$ cat src/rtl/mem_access_pkg.sv
// Shared constants for mem_access_unit: RV32E load/store funct3 codes,
// FSM state encoding and the num_bytes values driven to mem_controller.
package mem_access_pkg;

   localparam logic [2:0] F3_LB  = 3'd0;
   localparam logic [2:0] F3_LH  = 3'd1;
   localparam logic [2:0] F3_LW  = 3'd2;
   localparam logic [2:0] F3_LBU = 3'd4;
   localparam logic [2:0] F3_LHU = 3'd5;
   localparam logic [2:0] F3_SB  = 3'd0;
   localparam logic [2:0] F3_SH  = 3'd1;
   localparam logic [2:0] F3_SW  = 3'd2;

   localparam logic [1:0] ST_IDLE = 2'd0;
   localparam logic [1:0] ST_WAIT = 2'd1;
   localparam logic [1:0] ST_RESP = 2'd2;
   localparam logic [1:0] ST_GAP  = 2'd3;

   localparam logic [2:0] NB_BYTE = 3'd1;
   localparam logic [2:0] NB_HALF = 3'd2;
   localparam logic [2:0] NB_WORD = 3'd4;

   typedef struct packed {
      logic [2:0] num_bytes;
      logic       misaligned;
      logic       illegal;
   } req_decode_t;

endpackage

$ cat src/rtl/mem_access_align.sv
// Combinational request decode (size, alignment, funct3 legality) and
// load-data extension for mem_access_unit.
module mem_access_align
   import mem_access_pkg::*;
(
   input  logic        i_is_fetch,
   input  logic        i_is_store,
   input  logic [2:0]  i_funct3,
   input  logic [1:0]  i_addr_lo,
   output logic [2:0]  o_num_bytes,
   output logic        o_misaligned,
   output logic        o_illegal,
   input  logic        i_rd_is_fetch,
   input  logic [2:0]  i_rd_funct3,
   input  logic [31:0] i_rd_raw,
   output logic [31:0] o_rd_data
);

   req_decode_t w_dec;

   always_comb begin
      w_dec = '{num_bytes: NB_WORD, misaligned: 1'b0, illegal: 1'b0};
      if (i_is_fetch) begin
         w_dec.misaligned = |i_addr_lo;
      end else if (i_is_store) begin
         case (i_funct3)
            F3_SB: w_dec.num_bytes = NB_BYTE;
            F3_SH: begin
               w_dec.num_bytes  = NB_HALF;
               w_dec.misaligned = i_addr_lo[0];
            end
            F3_SW:   w_dec.misaligned = |i_addr_lo;
            default: w_dec.illegal    = 1'b1;
         endcase
      end else begin
         case (i_funct3)
            F3_LB, F3_LBU: w_dec.num_bytes = NB_BYTE;
            F3_LH, F3_LHU: begin
               w_dec.num_bytes  = NB_HALF;
               w_dec.misaligned = i_addr_lo[0];
            end
            F3_LW:   w_dec.misaligned = |i_addr_lo;
            default: w_dec.illegal    = 1'b1;
         endcase
      end
   end

   assign o_num_bytes  = w_dec.num_bytes;
   assign o_misaligned = w_dec.misaligned;
   assign o_illegal    = w_dec.illegal;

   always_comb begin
      o_rd_data = i_rd_raw;
      if (!i_rd_is_fetch) begin
         case (i_rd_funct3)
            F3_LB:   o_rd_data = {{24{i_rd_raw[7]}}, i_rd_raw[7:0]};
            F3_LBU:  o_rd_data = {24'd0, i_rd_raw[7:0]};
            F3_LH:   o_rd_data = {{16{i_rd_raw[15]}}, i_rd_raw[15:0]};
            F3_LHU:  o_rd_data = {16'd0, i_rd_raw[15:0]};
            default: o_rd_data = i_rd_raw;
         endcase
      end
   end

endmodule

$ cat src/rtl/mem_access_unit.sv
// Turns core fetch/load/store requests into the mem_controller
// start_request/request_done handshake; one response per request.
module mem_access_unit
   import mem_access_pkg::*;
#(
   parameter int unsigned TIMEOUT_CYCLES = 1024
)
(
   input  logic        clk,
   input  logic        rst,
   input  logic        req_valid,
   output logic        req_ready,
   input  logic        req_is_fetch,
   input  logic        req_is_store,
   input  logic [2:0]  req_funct3,
   input  logic [31:0] req_addr,
   input  logic [31:0] req_wdata,
   output logic        resp_valid,
   output logic [31:0] resp_data,
   output logic        resp_err,
   output logic        start_request,
   output logic        is_write,
   output logic        is_data_fetch,
   output logic [2:0]  num_bytes,
   output logic [31:0] target_address,
   output logic [31:0] write_value,
   input  logic [31:0] fetched_instruction,
   input  logic [31:0] fetched_data,
   input  logic        request_done
);

   localparam int unsigned   CNT_W    = (TIMEOUT_CYCLES > 2) ? $clog2(TIMEOUT_CYCLES) : 1;
   localparam logic [CNT_W-1:0] CNT_LAST = CNT_W'(TIMEOUT_CYCLES - 1);

   logic [1:0]       r_state;
   logic [CNT_W-1:0] r_cnt;
   logic             r_is_fetch;
   logic             r_is_store;
   logic [2:0]       r_funct3;
   logic             r_start_request;
   logic             r_is_write;
   logic             r_is_data_fetch;
   logic [2:0]       r_num_bytes;
   logic [31:0]      r_target_address;
   logic [31:0]      r_write_value;
   logic             r_resp_valid;
   logic             r_resp_err;
   logic [31:0]      r_resp_data;

   logic [2:0]       w_num_bytes;
   logic             w_misaligned;
   logic             w_illegal;
   logic [31:0]      w_rd_raw;
   logic [31:0]      w_rd_data;

   assign w_rd_raw = r_is_fetch ? fetched_instruction : fetched_data;

   mem_access_align u_align (
      .i_is_fetch    (req_is_fetch),
      .i_is_store    (req_is_store),
      .i_funct3      (req_funct3),
      .i_addr_lo     (req_addr[1:0]),
      .o_num_bytes   (w_num_bytes),
      .o_misaligned  (w_misaligned),
      .o_illegal     (w_illegal),
      .i_rd_is_fetch (r_is_fetch),
      .i_rd_funct3   (r_funct3),
      .i_rd_raw      (w_rd_raw),
      .o_rd_data     (w_rd_data)
   );

   always_ff @(posedge clk) begin
      if (rst) begin
         r_state          <= ST_IDLE;
         r_cnt            <= '0;
         r_is_fetch       <= 1'b0;
         r_is_store       <= 1'b0;
         r_funct3         <= '0;
         r_start_request  <= 1'b0;
         r_is_write       <= 1'b0;
         r_is_data_fetch  <= 1'b0;
         r_num_bytes      <= '0;
         r_target_address <= '0;
         r_write_value    <= '0;
         r_resp_valid     <= 1'b0;
         r_resp_err       <= 1'b0;
         r_resp_data      <= '0;
      end else begin
         r_resp_valid <= 1'b0;
         r_resp_err   <= 1'b0;
         case (r_state)
            ST_IDLE: begin
               if (req_valid) begin
                  r_is_fetch <= req_is_fetch;
                  r_is_store <= req_is_store & ~req_is_fetch;
                  r_funct3   <= req_funct3;
                  if (w_misaligned || w_illegal) begin
                     r_state      <= ST_RESP;
                     r_resp_valid <= 1'b1;
                     r_resp_err   <= 1'b1;
                     r_resp_data  <= '0;
                  end else begin
                     r_state          <= ST_WAIT;
                     r_cnt            <= '0;
                     r_start_request  <= 1'b1;
                     r_is_write       <= req_is_store & ~req_is_fetch;
                     r_is_data_fetch  <= ~req_is_fetch;
                     r_num_bytes      <= w_num_bytes;
                     r_target_address <= req_addr;
                     r_write_value    <= req_wdata;
                  end
               end
            end
            ST_WAIT: begin
               // A completion in the final counted cycle beats the timeout.
               if (request_done) begin
                  r_state         <= ST_RESP;
                  r_start_request <= 1'b0;
                  r_resp_valid    <= 1'b1;
                  r_resp_data     <= r_is_store ? '0 : w_rd_data;
               end else if (r_cnt == CNT_LAST) begin
                  r_state         <= ST_RESP;
                  r_start_request <= 1'b0;
                  r_resp_valid    <= 1'b1;
                  r_resp_err      <= 1'b1;
                  r_resp_data     <= '0;
               end else begin
                  r_cnt <= r_cnt + 1'b1;
               end
            end
            ST_RESP: begin
               r_state     <= ST_GAP;
               r_resp_data <= '0;
            end
            default: r_state <= ST_IDLE;
         endcase
      end
   end

   assign req_ready      = (r_state == ST_IDLE);
   assign resp_valid     = r_resp_valid;
   assign resp_err       = r_resp_err;
   assign resp_data      = r_resp_data;
   assign start_request  = r_start_request;
   assign is_write       = r_is_write;
   assign is_data_fetch  = r_is_data_fetch;
   assign num_bytes      = r_num_bytes;
   assign target_address = r_target_address;
   assign write_value    = r_write_value;

endmodule

$ cat config.mk
export PLATFORM = sky130hd
export DESIGN_NAME = mem_access_unit
export DESIGN_NICKNAME = d
export VERILOG_FILES = /design/src/rtl/mem_access_pkg.sv /design/src/rtl/mem_access_align.sv /design/src/rtl/mem_access_unit.sv
export SDC_FILE = /design/constraint.sdc
export NUM_CORES = 1
export LEC_CHECK = 0
export CAP_MARGIN = 20
export CELL_PAD_IN_SITES_DETAIL_PLACEMENT = 1
export CELL_PAD_IN_SITES_GLOBAL_PLACEMENT = 1
export CORE_AREA = 2 2 112 158
export DETAILED_ROUTE_END_ITERATION = 10
export DIE_AREA = 0 0 114 160
export PLACE_DENSITY = 0.86
export RECOVER_POWER = 100
export SLEW_MARGIN = 20
export SYNTH_ARGS = -nofsm -noshare
export SYNTH_HDL_FRONTEND = slang
export SYNTH_SLANG_ARGS = --single-unit
export TNS_END_PERCENT = 30
$ cat constraint.sdc
create_clock -name clk -period 3.3 [get_ports clk]
set_input_delay 0.66 -clock clk [delete_from_list [all_inputs] [get_ports clk]]
set_output_delay 0.66 -clock clk [all_outputs]
set_load 0.1 [all_outputs]
### After elaboration in Yosys (flattened, before gate mapping)

Cells that the tools add are included.

| operators by class | value |
|---|---|
| bitwise gates (word level) | 3 |
| shift-type cells | 0 |
| reduce and logical (&&, ||, !) cells | 17 |
| divide/modulo/power cells | 0 |
| order comparisons | 0 |
| equal/unequal tests | 16 |
| $add $sub $neg | 1 |
| multiplexer cells | 41 |
| multipliers | 0 |

Operators with widths:

| operator | count |
|---|---|
| two-way mux 32 bit | 7 |
| case mux 32 bit (4 select lines) | 1 |
| case mux 32 bit (3 select lines) | 1 |
| two-way mux 10 bit | 4 |
| case mux 10 bit (2 select lines) | 1 |
| two-way mux 1 bit | 13 |
| == test 3 bit, second input constant | 4 |
| case mux 3 bit (2 select lines) | 2 |
| adder 10 x 1 -> 10 bit, second input constant | 1 |
| == test 10 bit, second input constant | 1 |
| case mux 1 bit (2 select lines) | 5 |
| two-way mux 2 bit | 4 |
| != test 2 bit, second input constant | 4 |
| AND reduction 4 bit | 2 |
| == test 3 x 1 -> 1 bit, second input constant | 2 |
| zero test 3 bit | 2 |
| case mux 2 bit (3 select lines) | 1 |
| OR reduction 2 bit | 3 |
| two-way mux 5 bit | 1 |
| AND reduction 5 bit | 1 |
| OR reduction 5 bit | 1 |
| AND reduction 2 bit | 2 |
| == test 3 x 2 -> 1 bit, second input constant | 1 |
| two-way mux 3 bit | 1 |
| other kinds (12) | 13 |

| word-level totals | value |
|---|---|
| register bits | 121 |
| input port bits | 137 |
| ROM bits | 0 |
| RAM bits | 0 |
| memories | 0 |
| output and inout port bits | 105 |
| bits in latches | 0 |
| word-level logic and storage cells | 92 |

### Longest topological paths before layout

| logic depth | value |
|---|---|
| depth after elaboration | 9 |
| mapped depth | 10 |
| mapped depth without buffers | 7 |

### Cells and area by module

Synthesis repeated with hierarchy kept, for this count alone.

| second synthesis, totals | value |
|---|---|
| cells, all modules | 626 |
| area total of the unflattened synthesis | 5465.2 µm² |

By module, submodules not included:

| module | times used | area an instance (µm²) | seq. area each (µm²) | cells an instance |
|---|---|---|---|---|
| mem_access_unit | 1 | 4964.8 | 2422.3 | 555 |
| mem_access_align | 1 | 500.5 | 0.0 | 71 |

### Worst setup path before layout

No wires, ideal clock.

| path | value |
|---|---|
| kind | reg2reg |
| start point | register r_state[1] |
| end point | register r_num_bytes[0] (netlist: num_bytes[0]) |
| path buffers | 4 |
| cell stages (with the launch flop) | 11 |
| path slack | 0.544 ns |
| data arrival time | 2.628 ns |
| library setup time | 0.128 ns |
| period minus slack after synthesis | 2.756 ns |
| data required time | 3.172 ns |
| cells stage by stage | dfxtp_1 -> inv_1 -> ha_1 -> clkbuf_1 -> and2_1 -> clkbuf_1 -> o21ai_1 -> buf_2 -> clkbuf_1 -> a21oi_1 -> nor2_1 |

| between the ends | value |
|---|---|
| longest elaborated chain between the ends | 2 |

Ends and longest elaborated chain:

| element | RTL line | RTL |
|---|---|---|
| start, declared | mem_access_unit.sv:35 | `logic [1:0] r_state;` |
| start signal, assigned | mem_access_unit.sv:74 | `r_state <= ST_IDLE;` |
| start signal, assigned | mem_access_unit.sv:98 | `r_state <= ST_RESP;` |
| start signal, assigned | mem_access_unit.sv:103 | `r_state <= ST_WAIT;` |
| zero test 2 bit | - |  |
| named net req_ready | mem_access_unit.sv:12 | `output logic req_ready,` |
| AND reduction 3 bit (no source line) | - |  |
| end signal, assigned | mem_access_unit.sv:108 | `r_num_bytes <= w_num_bytes;` |
| end, declared | mem_access_unit.sv:43 | `logic [2:0] r_num_bytes;` |

The timed path passes the listed nets, and every way through them passes these cells.
A chain may end at the register's enable or synchronous reset.

### Worst setup path in the final report

| path | value |
|---|---|
| start point | input port req_funct3[0] |
| end point | register r_cnt[8] |

| between the ends | value |
|---|---|
| longest elaborated chain between the ends | 8 |
| elaborated cells between the ends (all ways) | 18 |
| those cells by class | eq/ne (5); mux (7); reduce/logical (6) |

Ends and longest elaborated chain:

| element | RTL line | RTL |
|---|---|---|
| start, declared | mem_access_unit.sv:15 | `input logic [2:0] req_funct3,` |
| == test 3 x 1 -> 1 bit, or another cell as far along | mem_access_align.sv:26, mem_access_align.sv:36 |  |
| OR reduction 2 bit, or another cell as far along | - |  |
| case mux 1 bit (2 select lines), or another cell as far along | mem_access_align.sv:36 | `case (i_funct3)` |
| two-way mux 5 bit * | mem_access_align.sv:25 | `end else if (i_is_store) begin` |
| two-way mux 1 bit | mem_access_align.sv:23 | `if (i_is_fetch) begin` |
| logical OR 1 bit * | mem_access_unit.sv:97 | `if (w_misaligned \|\| w_illegal) begin` |
| != test 2 bit (no source line) * | - |  |
| AND reduction 5 bit (no source line) * | - |  |
| end signal, assigned | mem_access_unit.sv:128 | `r_cnt <= r_cnt + 1'b1;` |
| end, declared | mem_access_unit.sv:36 | `logic [CNT_W-1:0] r_cnt;` |

Every way passes the cells marked *; elsewhere a longest branch is shown, timed or not.

==> flow_summary.yaml <==
clock_tree:
  clk_pin_slew_ns: 0.06
  cts_sinks: 121
  cts_resized: 0
  root_buffer: "clkbuf_16"
  cts_setup_buffers: 0
  cts_inserted_buffers: 17
  cts_tree: "done"
  cts_max_path_buffers: 2
  clock_latency_ns: 0.41
  htree_levels: 4
  hold_buffers: 0
drt:
  route.met2.wl_um: 9430
  drc: 0
  antenna_left: 0
  drt-met1-wl_um: 7150
  top_layer: "met4"
  first_iter_violations: 219
  totalWireLength_um: 18300
  wl_per_cell_um: 16.6
  vias_per_cell: 4.99
  firstDrtPassIters: 4
  vias: 5500
  dr_wl_met3_um: 1270
logic_synthesis:
  synth_compound_area_share_pct: 17.2
  yosys.area.top_type_share_pct: 45.5
  netlist_top_cells_area: "dfxtp_1, nand2_1, a21oi_1"
  yosys.area_share.simple_pct: 21.8
  synth.area.mux_share_pct: 8.27
  synthArstFlopShare_pct: 0
  yosys.area_share.xor_xnor_pct: 0
  synth_flop_cell: "dfxtp_1"
  ys_seq_elements: 121
  ys_seq_area_share_pct: 45.5
  synth_cell_types: 53
  synth_nets: 798
  yosysTopAreaCell: "dfxtp_1"
  syn_area_per_cell_um2: 8.11
  synth_top_family_by_area: "simple AND/OR/NAND/NOR gates"
  synth_edf_count: 0
  netlist_area_mm2: 0.00532
  synth-adder-area-share_pct: 1.18
  syn_inst: 656
  yosysWarnings: 0
sta:
  worst_slack_ns: 0.506
  period_share_pct: 84.7
  slew_headroom_pct: 17.5
  rsz0062_at_grt: "false"
  fin_worst_skew_ns: 0.00541
  final_hold_viol_count: 0
  period_needed_ns: 2.79
  worst_pin_slew_ns: 1.24
  fmaxAchievable_mhz: 358
  maxSlewViolCount: 0
  tns_ns: 0
  final-setup-viol-count: 0
worst_setup_path:
  crit_slowest_cell: "dlygate4sd3_1"
  path_class: "primary input to register"
  rr_worst_depth: 7
  cp_data_required_time_ns: 3.65
  worstSetupEndpoint: "r_cnt[8]"
  cp.arrival_ns: 3.14
  worstPathCellList: "dlygate4sd3_1 -> or3_1 -> a211oi_4 -> o21ai_1 -> or4_1 -> a21boi_1"
  cp-startpoint: "req_funct3[0]"
  cp_max_fo: 9
  endpoint_kind: "register"
  crit_path_max_incr_delay_ns: 0.62
  rrSetupSlack_ns: 0.82
  startpoint_type: "primary input"
  rr_endpoint: "write_value[12]"
  timing.rr.start: "r_state[1]"
final_layout:
  syn_to_final_growth_pct: 48.4
  drive_above_1_share_pct: 7.47
  nets: 1026
  diodes: 0
global_routing:
  grt_pass1_wl_um: 29700
  track_usage_pct: 20.5
  grt_overflow: 0
  grt_antenna_before_repair: 0
  grt_max_degree: 68
  grt_pass1_vias: 5847
power:
  p_leak_nw: 2.90
  power_density_mw_per_mm2: 716
  peakVddDrop_mv: 0.332
placed_design:
  port_buffers: 241
  place_ws_ns: 0.335
  dpl.hpwl_um: 13000
  place_congestion: 0.770
floorplanning:
  start_util_pct: 31.4
  die_w_um: 114
  fp.coreArea_mm2: 0.0170
  fp.dieH_um: 160
  io_pins: 242
  fp.dieArea_mm2: 0.0182
  row_count: 57
run_status:
  outcome: "complete, no violations"
hold_path:
  hold_path.class: "register to register"
job:
  cap_violations: 0
[cells in the final DEF, fill, tap and decap left out, types with 3 or more instances in the layout]
| master | synthesis | routed |
|---|---|---|
| ha_1 | 5 | 5 |
| nor2_1 | 20 | 19 |
| clkinv_4 | 0 | 4 |
| nand4_1 | 6 | 6 |
| nor2b_1 | 13 | 13 |
| buf_4 | 6 | 9 |
| inv_1 | 28 | 28 |
| dfxtp_1 | 121 | 121 |
| a221o_1 | 24 | 24 |
| nand2_1 | 200 | 200 |
| or3_1 | 3 | 4 |
| mux2_2 | 8 | 8 |
| bufinv_16 | 0 | 4 |
| buf_12 | 0 | 3 |
| clkbuf_1 | 34 | 107 |
| nor3_1 | 5 | 5 |
| mux2i_1 | 35 | 35 |
| nand3_1 | 7 | 7 |
| clkdlybuf4s50_1 | 0 | 134 |
| a21oi_1 | 80 | 81 |
| clkbuf_16 | 0 | 17 |
| o21ai_0 | 10 | 10 |
[how the worst min path moves through the flow]
stage / from / end / slack [ns] / cells after the start
after floorplan: r_is_store / r_is_store / 0.43 / 2
after global placement: target_address[26] / target_address[26] / 0.44 / 2
after detailed placement: target_address[10] / target_address[10] / 0.45 / 2
after CTS: target_address[10] / target_address[10] / 0.46 / 2
after global routing: write_value[19] / write_value[19] / 0.47 / 2
final: target_address[10] / target_address[10] / 0.45 / 2
[synth_stat cells, drive strengths merged (3+ instances only)]
cell type	number
nand2	201
dfxtp	121
a21oi	81
mux2i	35
clkbuf	34
inv	28
a221o	24
nor2	20
buf	13
nor2b	13
o21ai	12
mux2	8
nand3	7
nand4	6
ha	5
nor3	5
or3	4
o31ai	3
[through the flow]
step	hold WS, ns	utilization [%]	total power [mW]	cell area [um^2]	std cells
global route	0.472	46.5	5.92	7900	1103
detailed placement	0.447	45.3	3.78	7680	1071
finish	0.450	46.5	5.65	7900	1103
CTS	0.455	49.1	5.84	8330	1103
global placement	0.442	45.3	3.75	7680	1071
floorplan	0.431	-	3.18	5320	656
[sequential cells by signal, indices dropped and copies added, names as in the netlist]
name / cells
write_value: 32
r_is_store: 1
is_write: 1
resp_err: 1
resp_data: 32
is_data_fetch: 1
r_cnt: 10
target_address: 32
resp_valid: 1
r_state: 2
r_is_fetch: 1
num_bytes: 3
start_request: 1
r_funct3: 3
[power by group]
group	internal, mW	leakage [nW]	switching, mW
clock network	1.31	0.310	0.718
logic	0.535	1.61	1.44
registers	1.58	0.980	0.0689
total	3.42	2.90	2.23
[critical path, delay by kind of cell]
| kind | cells | cell delay [ns] |
|---|---|---|
| AO/OA/AOI/OAI | 3 | 0.86 |
| AND/OR/NAND/NOR | 2 | 1.00 |
| buffers and inverters | 1 | 0.62 |
[final cells by class]
type	instances	area, um^2
Clock buffer	19	453
Inverter	29	109
Clock inverter	13	193
Multi-Input combinational cell	459	2570
Fill cell	2086	9080
Timing Repair Buffer	256	1890
Sequential cell	121	2420
Tap cell	206	258
[layer usage]
layer | vias to the layer above | global-route usage (%)
met5 | - | 0
met4 | 0 | 8.20
met3 | 30 | 6.34
met2 | 185 | 37.2
met1 | 2612 | 21.6
li1 | 2673 | -
[cell families (layout without fill, tap and decap cells)]
| family | after synthesis | in the layout |
|---|---|---|
| multiplexers | 43 | 43 |
| AND/OR/NAND/NOR | 272 | 272 |
| adder cells (fa/ha/maj) | 5 | 5 |
| AO/OA/AOI/OAI | 139 | 139 |
| buffers and inverters | 76 | 317 |
| flip-flops | 121 | 121 |
Power figures use the tool's default switching activity.
